### config.mk
export PLATFORM = sky130hd
export DESIGN_NAME = sdram_arbiter
export DESIGN_NICKNAME = d
export VERILOG_FILES = /design/src/rtl/sdram_arbiter.sv
export SDC_FILE = /design/constraint.sdc
export NUM_CORES = 1
export LEC_CHECK = 0
export CAP_MARGIN = 15
export CORE_AREA = 2 2 102 104
export DETAILED_ROUTE_END_ITERATION = 10
export DIE_AREA = 0 0 104 106
export PLACE_DENSITY = 0.84
export SYNTH_ARGS = -nofsm -noshare
export SYNTH_HDL_FRONTEND = slang
export SYNTH_SLANG_ARGS = --single-unit
### constraint.sdc
create_clock -name m_clock -period 3.97 [get_ports m_clock]
set_input_delay 1.191 -clock m_clock [delete_from_list [all_inputs] [get_ports m_clock]]
set_output_delay 1.191 -clock m_clock [all_outputs]
set_load 0.01 [all_outputs]
### src/rtl/sdram_arbiter.sv
// sdram_arbiter
//   Shares one SDRAM controller command port among three requesters:
//   port 0 = PPU CHR fetch, port 1 = CPU PRG/WRAM, port 2 = SD-card ROM loader.
//   Fixed priority (lowest index wins) with a starvation boost for ports 1 and 2.
//   Only one transaction is outstanding at a time. All outputs are registered.
//
// Ports
//   m_clock, p_reset         clock, asynchronous active-high reset
//   req/we/addr/wdata        per-port request side (port n at slice n)
//   ack, rvalid, rdata       per-port accept pulse, read-data pulse, shared read data
//   mem_req/we/addr/wdata    command to the SDRAM sequencer, held until mem_ack
//   mem_ack, mem_rvalid,
//   mem_rdata                sequencer accept, read-data strobe and data
module sdram_arbiter #(
  parameter int unsigned AW         = 22,
  parameter int unsigned DW         = 16,
  parameter int unsigned STARVE_MAX = 8
) (
  input  logic            m_clock,
  input  logic            p_reset,
  input  logic [2:0]      req,
  input  logic [2:0]      we,
  input  logic [3*AW-1:0] addr,
  input  logic [3*DW-1:0] wdata,
  output logic [2:0]      ack,
  output logic [2:0]      rvalid,
  output logic [DW-1:0]   rdata,
  output logic            mem_req,
  output logic            mem_we,
  output logic [AW-1:0]   mem_addr,
  output logic [DW-1:0]   mem_wdata,
  input  logic            mem_ack,
  input  logic            mem_rvalid,
  input  logic [DW-1:0]   mem_rdata
);

  localparam logic [3:0] StarveMax = 4'(STARVE_MAX);

  typedef enum logic [1:0] {StIdle, StIssue, StWaitRd} state_e;

  state_e          state_q, state_d;
  logic [1:0]      g_q, g_d;
  logic            mem_req_q, mem_req_d;
  logic            mem_we_q, mem_we_d;
  logic [AW-1:0]   mem_addr_q, mem_addr_d;
  logic [DW-1:0]   mem_wdata_q, mem_wdata_d;
  logic [2:0]      ack_q, ack_d;
  logic [2:0]      rvalid_q, rvalid_d;
  logic [DW-1:0]   rdata_q, rdata_d;
  logic [3:0]      cnt1_q, cnt1_d;
  logic [3:0]      cnt2_q, cnt2_d;

  logic [2:0]      elig;
  logic            boost1, boost2;
  logic [1:0]      win;

  // A port whose ack is on the wire this cycle is still holding req; mask it so
  // the stale request is not taken as a new one.
  assign elig   = req & ~ack_q;
  assign boost1 = elig[1] && (cnt1_q >= StarveMax);
  assign boost2 = elig[2] && (cnt2_q >= StarveMax);

  always_comb begin
    win = 2'd2;
    if (boost1)       win = 2'd1;
    else if (boost2)  win = 2'd2;
    else if (elig[0]) win = 2'd0;
    else if (elig[1]) win = 2'd1;
  end

  always_comb begin
    state_d     = state_q;
    g_d         = g_q;
    mem_req_d   = mem_req_q;
    mem_we_d    = mem_we_q;
    mem_addr_d  = mem_addr_q;
    mem_wdata_d = mem_wdata_q;
    ack_d       = 3'b000;
    rvalid_d    = 3'b000;
    rdata_d     = rdata_q;
    cnt1_d      = cnt1_q;
    cnt2_d      = cnt2_q;

    unique case (state_q)
      StIdle: begin
        if (|elig) begin
          g_d       = win;
          mem_req_d = 1'b1;
          state_d   = StIssue;
          unique case (win)
            2'd0: begin
              mem_we_d    = we[0];
              mem_addr_d  = addr[0*AW +: AW];
              mem_wdata_d = wdata[0*DW +: DW];
            end
            2'd1: begin
              mem_we_d    = we[1];
              mem_addr_d  = addr[1*AW +: AW];
              mem_wdata_d = wdata[1*DW +: DW];
            end
            default: begin
              mem_we_d    = we[2];
              mem_addr_d  = addr[2*AW +: AW];
              mem_wdata_d = wdata[2*DW +: DW];
            end
          endcase
          // Losers that were eligible age by one; the winner starts over.
          if (elig[1]) begin
            if (win == 2'd1)         cnt1_d = 4'd0;
            else if (cnt1_q != 4'hF) cnt1_d = cnt1_q + 4'd1;
          end
          if (elig[2]) begin
            if (win == 2'd2)         cnt2_d = 4'd0;
            else if (cnt2_q != 4'hF) cnt2_d = cnt2_q + 4'd1;
          end
        end
      end
      StIssue: begin
        if (mem_ack) begin
          mem_req_d = 1'b0;
          ack_d     = 3'b001 << g_q;
          state_d   = mem_we_q ? StIdle : StWaitRd;
        end
      end
      StWaitRd: begin
        if (mem_rvalid) begin
          rdata_d  = mem_rdata;
          rvalid_d = 3'b001 << g_q;
          state_d  = StIdle;
        end
      end
      default: state_d = StIdle;
    endcase
  end

  always_ff @(posedge m_clock or posedge p_reset) begin
    if (p_reset) begin
      state_q     <= StIdle;
      g_q         <= 2'd0;
      mem_req_q   <= 1'b0;
      mem_we_q    <= 1'b0;
      mem_addr_q  <= '0;
      mem_wdata_q <= '0;
      ack_q       <= 3'b000;
      rvalid_q    <= 3'b000;
      rdata_q     <= '0;
      cnt1_q      <= 4'd0;
      cnt2_q      <= 4'd0;
    end else begin
      state_q     <= state_d;
      g_q         <= g_d;
      mem_req_q   <= mem_req_d;
      mem_we_q    <= mem_we_d;
      mem_addr_q  <= mem_addr_d;
      mem_wdata_q <= mem_wdata_d;
      ack_q       <= ack_d;
      rvalid_q    <= rvalid_d;
      rdata_q     <= rdata_d;
      cnt1_q      <= cnt1_d;
      cnt2_q      <= cnt2_d;
    end
  end

  assign ack       = ack_q;
  assign rvalid    = rvalid_q;
  assign rdata     = rdata_q;
  assign mem_req   = mem_req_q;
  assign mem_we    = mem_we_q;
  assign mem_addr  = mem_addr_q;
  assign mem_wdata = mem_wdata_q;

endmodule

# Yosys cells after proc, flatten, opt, wreduce, memory -nomap -nowiden
# Cells that the tools add are included.
[op_classes] multipliers=0 order_cmp=2 shift=1 muxes=23 n_div=0 n_addsub=2 n_eq_ne=9 reduce_logical=14 n_bitwise=2
[ops] operator="22-bit case mux with 2 select lines" n=1
[ops] operator="16-bit case mux with 2 select lines" n=1
[ops] operator="2-bit two-way mux" n=8
[ops] operator="4-bit two-way mux" n=4
[ops] operator="3-bit two-way mux" n=4
[ops] operator="4-bit by 1-bit adder with 4-bit output, second input constant" n=2
[ops] operator="4-bit greater-or-equal comparator, second input constant" n=2
[ops] operator="4-bit != test, second input constant" n=2
[ops] operator="4-bit AND reduction" n=2
[ops] operator="2-bit != test, second input constant" n=3
[ops] operator="2-bit case mux with 3 select lines" n=1
[ops] operator="3-bit AND reduction" n=2
[ops] operator="2-bit nonzero test" n=3
[ops] operator="2-bit by 1-bit equality test with 1-bit output, second input constant" n=2
[ops] operator="2-bit equality test, second input constant" n=2
[ops] operator="2-bit logical NOT" n=2
[ops] operator="1-bit case mux with 2 select lines" n=2
[ops] operator="2-bit AND reduction" n=2
[ops] operator="3-bit bitwise AND" n=1
[ops] operator="3-bit inverter" n=1
[ops] operator="3-bit OR reduction" n=1
[ops] operator="1-bit by 2-bit left shift with 3-bit output, first input constant" n=1
[ops] operator="1-bit logical AND" n=2
[ops] operator="1-bit two-way mux" n=2
[totals] elab_cells=64 ram_bits=0 n_memories=0 rom_bits=0 ff_bits=74 input_bits=140 out_inout_bits=62 latchBits=0

# Longest topological paths before layout
[depth] depth_word=9 ltp_mapped=6 mapped_depth_nobuf=5

# Least setup slack after synthesis
# Ideal clock, no wire load.
[synth_timing] path_kind="input -> register" startpoint="in req[1]" endpoint="reg cnt2_q[0]" required_time_ps=3845 setup_ps=125 path_buffers=0 arrival_time_ps=2158 path_slack_ps=1687 stages=4 path_cell_list="and3b_1 o32ai_4 o21ai_2 mux2_2"
[synth_between] elab_chain_cells=8 word_cells_on_any_way=11 classes_between="eq/ne: 1; mux: 5; bitwise: 1; reduce/logical: 4"
[synth_lines] element="start, declared" line_no="21" rtl="input logic [2:0] req,"
[synth_lines] element="3-bit bitwise AND *" line_no="59" rtl="assign elig = req & ~ack_q;"
[synth_lines] element="2-bit two-way mux" line_no="68" rtl="else if (elig[1]) win = 2'd1;"
[synth_lines] element="2-bit two-way mux" line_no="67" rtl="else if (elig[0]) win = 2'd0;"
[synth_lines] element="2-bit two-way mux" line_no="66" rtl="else if (boost2) win = 2'd2;"
[synth_lines] element="2-bit two-way mux" line_no="65" rtl="if (boost1) win = 2'd1;"
[synth_lines] element="2-bit equality test" line_no="113" rtl="if (win == 2'd2) cnt2_d = 4'd0;"
[synth_lines] element="2-bit nonzero test (no source line)"
[synth_lines] element="4-bit AND reduction (no source line)"
[synth_lines] element="end signal, assigned" line_no="160" rtl="cnt2_q <= cnt2_d;"
[synth_lines] element="end, declared" line_no="51" rtl="logic [3:0] cnt2_q, cnt2_d;"
# Every way passes the cells marked *; elsewhere a longest branch is shown, timed or not.
# A chain may end at the register's enable or synchronous reset.

# Final worst setup path
[layout_timing] startpoint="in req[1]" endpoint="reg mem_addr_q[8], in the netlist mem_addr[8]"
[layout_between] elab_chain_cells=7 word_cells_on_any_way=11 classes_between="eq/ne: 1; mux: 5; bitwise: 1; reduce/logical: 4"
[layout_lines] element="3-bit bitwise AND *" line_no="59"
[layout_lines] element="2-bit two-way mux" line_no="68"
[layout_lines] element="2-bit two-way mux" line_no="67"
[layout_lines] element="2-bit two-way mux" line_no="66"
[layout_lines] element="2-bit two-way mux" line_no="65"
[layout_lines] element="2-bit by 1-bit equality test with 1-bit output / 2-bit logical NOT (equally long branches)" line_no="90" rtl="unique case (win)"
[layout_lines] element="22-bit case mux with 2 select lines" line_no="90"
[layout_lines] element="end signal, assigned" line_no="154" rtl="mem_addr_q <= mem_addr_d;"
[layout_lines] element="end, declared" line_no="45" rtl="logic [AW-1:0] mem_addr_q, mem_addr_d;"
# Marked as above.

==> results.yml <==
floorplanning:
  dieArea_um2: 11000
  fp.dieW_um: 104
  ios: 202
  row_count: 37
  initial_core_util: 0.392
  core_um2: 10000
  die_h_um: 106
timing:
  clock_skew_ns: 0.00810
  fin_tns_setup_ns: 0
  finalCriticalPeriod_ns: 2.96
  whs_ns: 0.512
  max_slew_margin: 0.354
  slew_viol_final: 0
  tightest_slew_ns: 0.970
  finalCritPeriodShare: 0.745
  hold_violations: 0
  setup_slack_ns: 1.01
  fmax_mhz: 338
  rsz0062_at_grt: "false"
  setup_violations: 0
synth:
  synthSimpleGateAreaFrac: 0.0946
  syn-num-nets: 499
  yosys_warnings: 0
  yosys-top-cells-area: "dfrtp_1, o32ai_1, a221oi_1"
  synth.most_common_cell: "dfrtp_1"
  synth_compound_area_frac: 0.311
  ys_async_sr_fraction: 1.00
  ys_types: 44
  synth_area_per_cell_um2: 11.0
  synth_top_area_cell: "dfrtp_1"
  synth_seq_cells: 74
  syn_inst: 355
  synth_top_family_by_area: "compound AO/OA/AOI/OAI gates"
  synthAdderAreaFrac: 0.0128
  ys_seq_area_frac: 0.473
  yosys-top-cells-count: "dfrtp_1, nand2_1, o32ai_1"
  ys.flop_type: "dfrtp_1"
  synth_edf_count: 0
  synth_xor_area_frac: 0
  muxShareOfSynthArea: 0.0489
  yosys.area.top_type_share: 0.473
  syn_area_um2: 3920
power_and_ir_drop:
  power_leakage_nw: 2.32
  power_density_nw_per_um2: 704
  ir_drop_uv: 410
  power.total_mw: 4.36
grt:
  first_global_vias: 4092
  grt_pass1_wl_um: 20700
  grt_antenna_before_repair: 0
  grt.total_usage: 0.237
  grt_max_degree: 44
  grt-ovfl-total: 0
cells_and_area:
  fin_util: 0.619
  final_nets: 686
  area_delta_synth_final_pct: 58.1
  diodes: 0
  drive_above_1_share: 0.170
clock_network:
  hold_buffers: 0
  htreeDepth: 3
  clk_latency_ns: 0.35
  clkTransAtPathRegs_ns: 0.08
  root_buffer: "clkbuf_8"
  post-cts-setup-buffers: 0
  cts_tree: "done"
  post_cts_resized: 0
  cts_buffers: 9
  max-clock-path-buffers: 2
  cts_num_sinks: 74
setup_path:
  cp.required_ns: 4.25
  cp.depth: 6
  cp-end-kind: "flop"
  cpPeakStageDelay_ns: 0.69
  critPathSlowestCell: "and3_1"
  arrival_ns: 3.23
  r2r-start: "state_q[0]"
  worstSetupStartpointType: "primary input"
  path_delay_family: "simple AND/OR/NAND/NOR gates"
  worst-path-buf-inv: 2
  r2r_cells: 5
  crit_type: "primary input to flop"
  cp_cell_sequence: "clkdlybuf4s50_1 > and2b_2 > and3_1 > buf_4 > nand2_1 > a21oi_2"
  cp-startpoint: "req[1]"
  crit_fanout: 22
placement:
  post-place-ws_ns: 0.645
  io_buffers: 201
  hpwl_um: 9420
  gp_congestion: 0.822
hold_path:
  whs_path_depth: 1
  worstHoldPathType: "flop to flop"
  hold_path_startpoint: "rdata[13]"
run_status:
  status: "finished, final reports clean"
routing:
  routedWlPerCell_um: 19.5
  antenna_left: 0
  drc_errors: 0
  viasPerCell: 5.64
  num_vias: 3854
  finalWirelength_um: 13300
  drt_pass1_iterations: 4
  drt-initial-drc-count: 135
job:
  cap_violations: 0
==> metal layers <==
metal	share of wire	track usage	vias to the layer above
met5	0	0	-
met4	0.017	0.0666	0
met3	0.090	0.0877	19
met2	0.49	0.416	201
met1	0.41	0.273	1878
li1	-	-	1756
==> power by group <==
part / switching, mW / total (mW) / internal, mW / leakage [nW]
Combinational: 1.18 / 2.41 / 1.22 / 1.33
Clock: 0.305 / 0.536 / 0.231 / 0.0858
Sequential: 0.298 / 1.41 / 1.12 / 0.897
==> worst reg2reg max path, cell delays in order (launching register included) <==
cell,delay (ns)
dfrtp_1,0.46
or2_2,0.65
a31oi_4,0.72
buf_12,0.26
o32ai_1,0.14
a21oi_2,0.12
==> registers in the layout, summed over array words and instances, names as in the netlist <==
signal     flops
mem_we         1
mem_addr      22
cnt1_q         4
rdata         16
state_q        2
mem_req        1
mem_wdata     16
cnt2_q         4
g_q            2
rvalid         3
ack            3
==> kinds of logic (layout without fill, tap and decap cells) <==
family	after synthesis	count (layout)
AOI/OAI and AO/OA	139	139
muxes	17	17
DFF	74	74
adders and majority gates	4	4
buffers and inverters	44	236
and+or+nand+nor	77	77
==> final timing paths <==
path,endpoint,slack [ns]
hold reg to reg,rdata[13],0.51
hold / removal,rdata[13],0.51
min in group asynchronous,mem_addr[15],1.33
max in group asynchronous,rdata[3],1.96
setup / recovery,mem_addr[8],1.01
setup reg to reg,mem_addr[21],1.54
==> cell type report <==
type                            count  area, um2
Clock buffer                        9        124
Tap cell                          136        170
Fill cell                         805       3810
Timing Repair Buffer              209       2110
Multi-Input combinational cell    237       1840
Inverter                           11       41.3
Clock inverter                      7       55.1
Sequential cell                    74       1850
==> through the flow <==
stage          cells  cell area, um2
3_5_place_dp     667            6010
2_1_floorplan    355            3920
6_report         683            6190
5_1_grt          683            6190
4_1_cts          683            6190
3_3_place_gp     667            6010
==> placed cells by master (no fill, tap or decap), types with 2 or more instances in the layout <==
master	instances
a21oi_1	9
a21oi_2	36
a221oi_1	37
a221oi_2	2
buf_12	3
buf_4	5
clkbuf_8	9
clkdlybuf4s50_1	201
clkinv_4	3
clkinvlp_4	2
dfrtp_1	74
ha_1	4
inv_1	9
inv_2	2
mux2_2	17
nand2_1	46
nand2b_1	3
nand3_1	4
nor2_1	8
nor3_1	2
o21ai_0	3
o22ai_1	2
o32ai_1	40
Note: power is estimated with default switching activity, not from simulation.
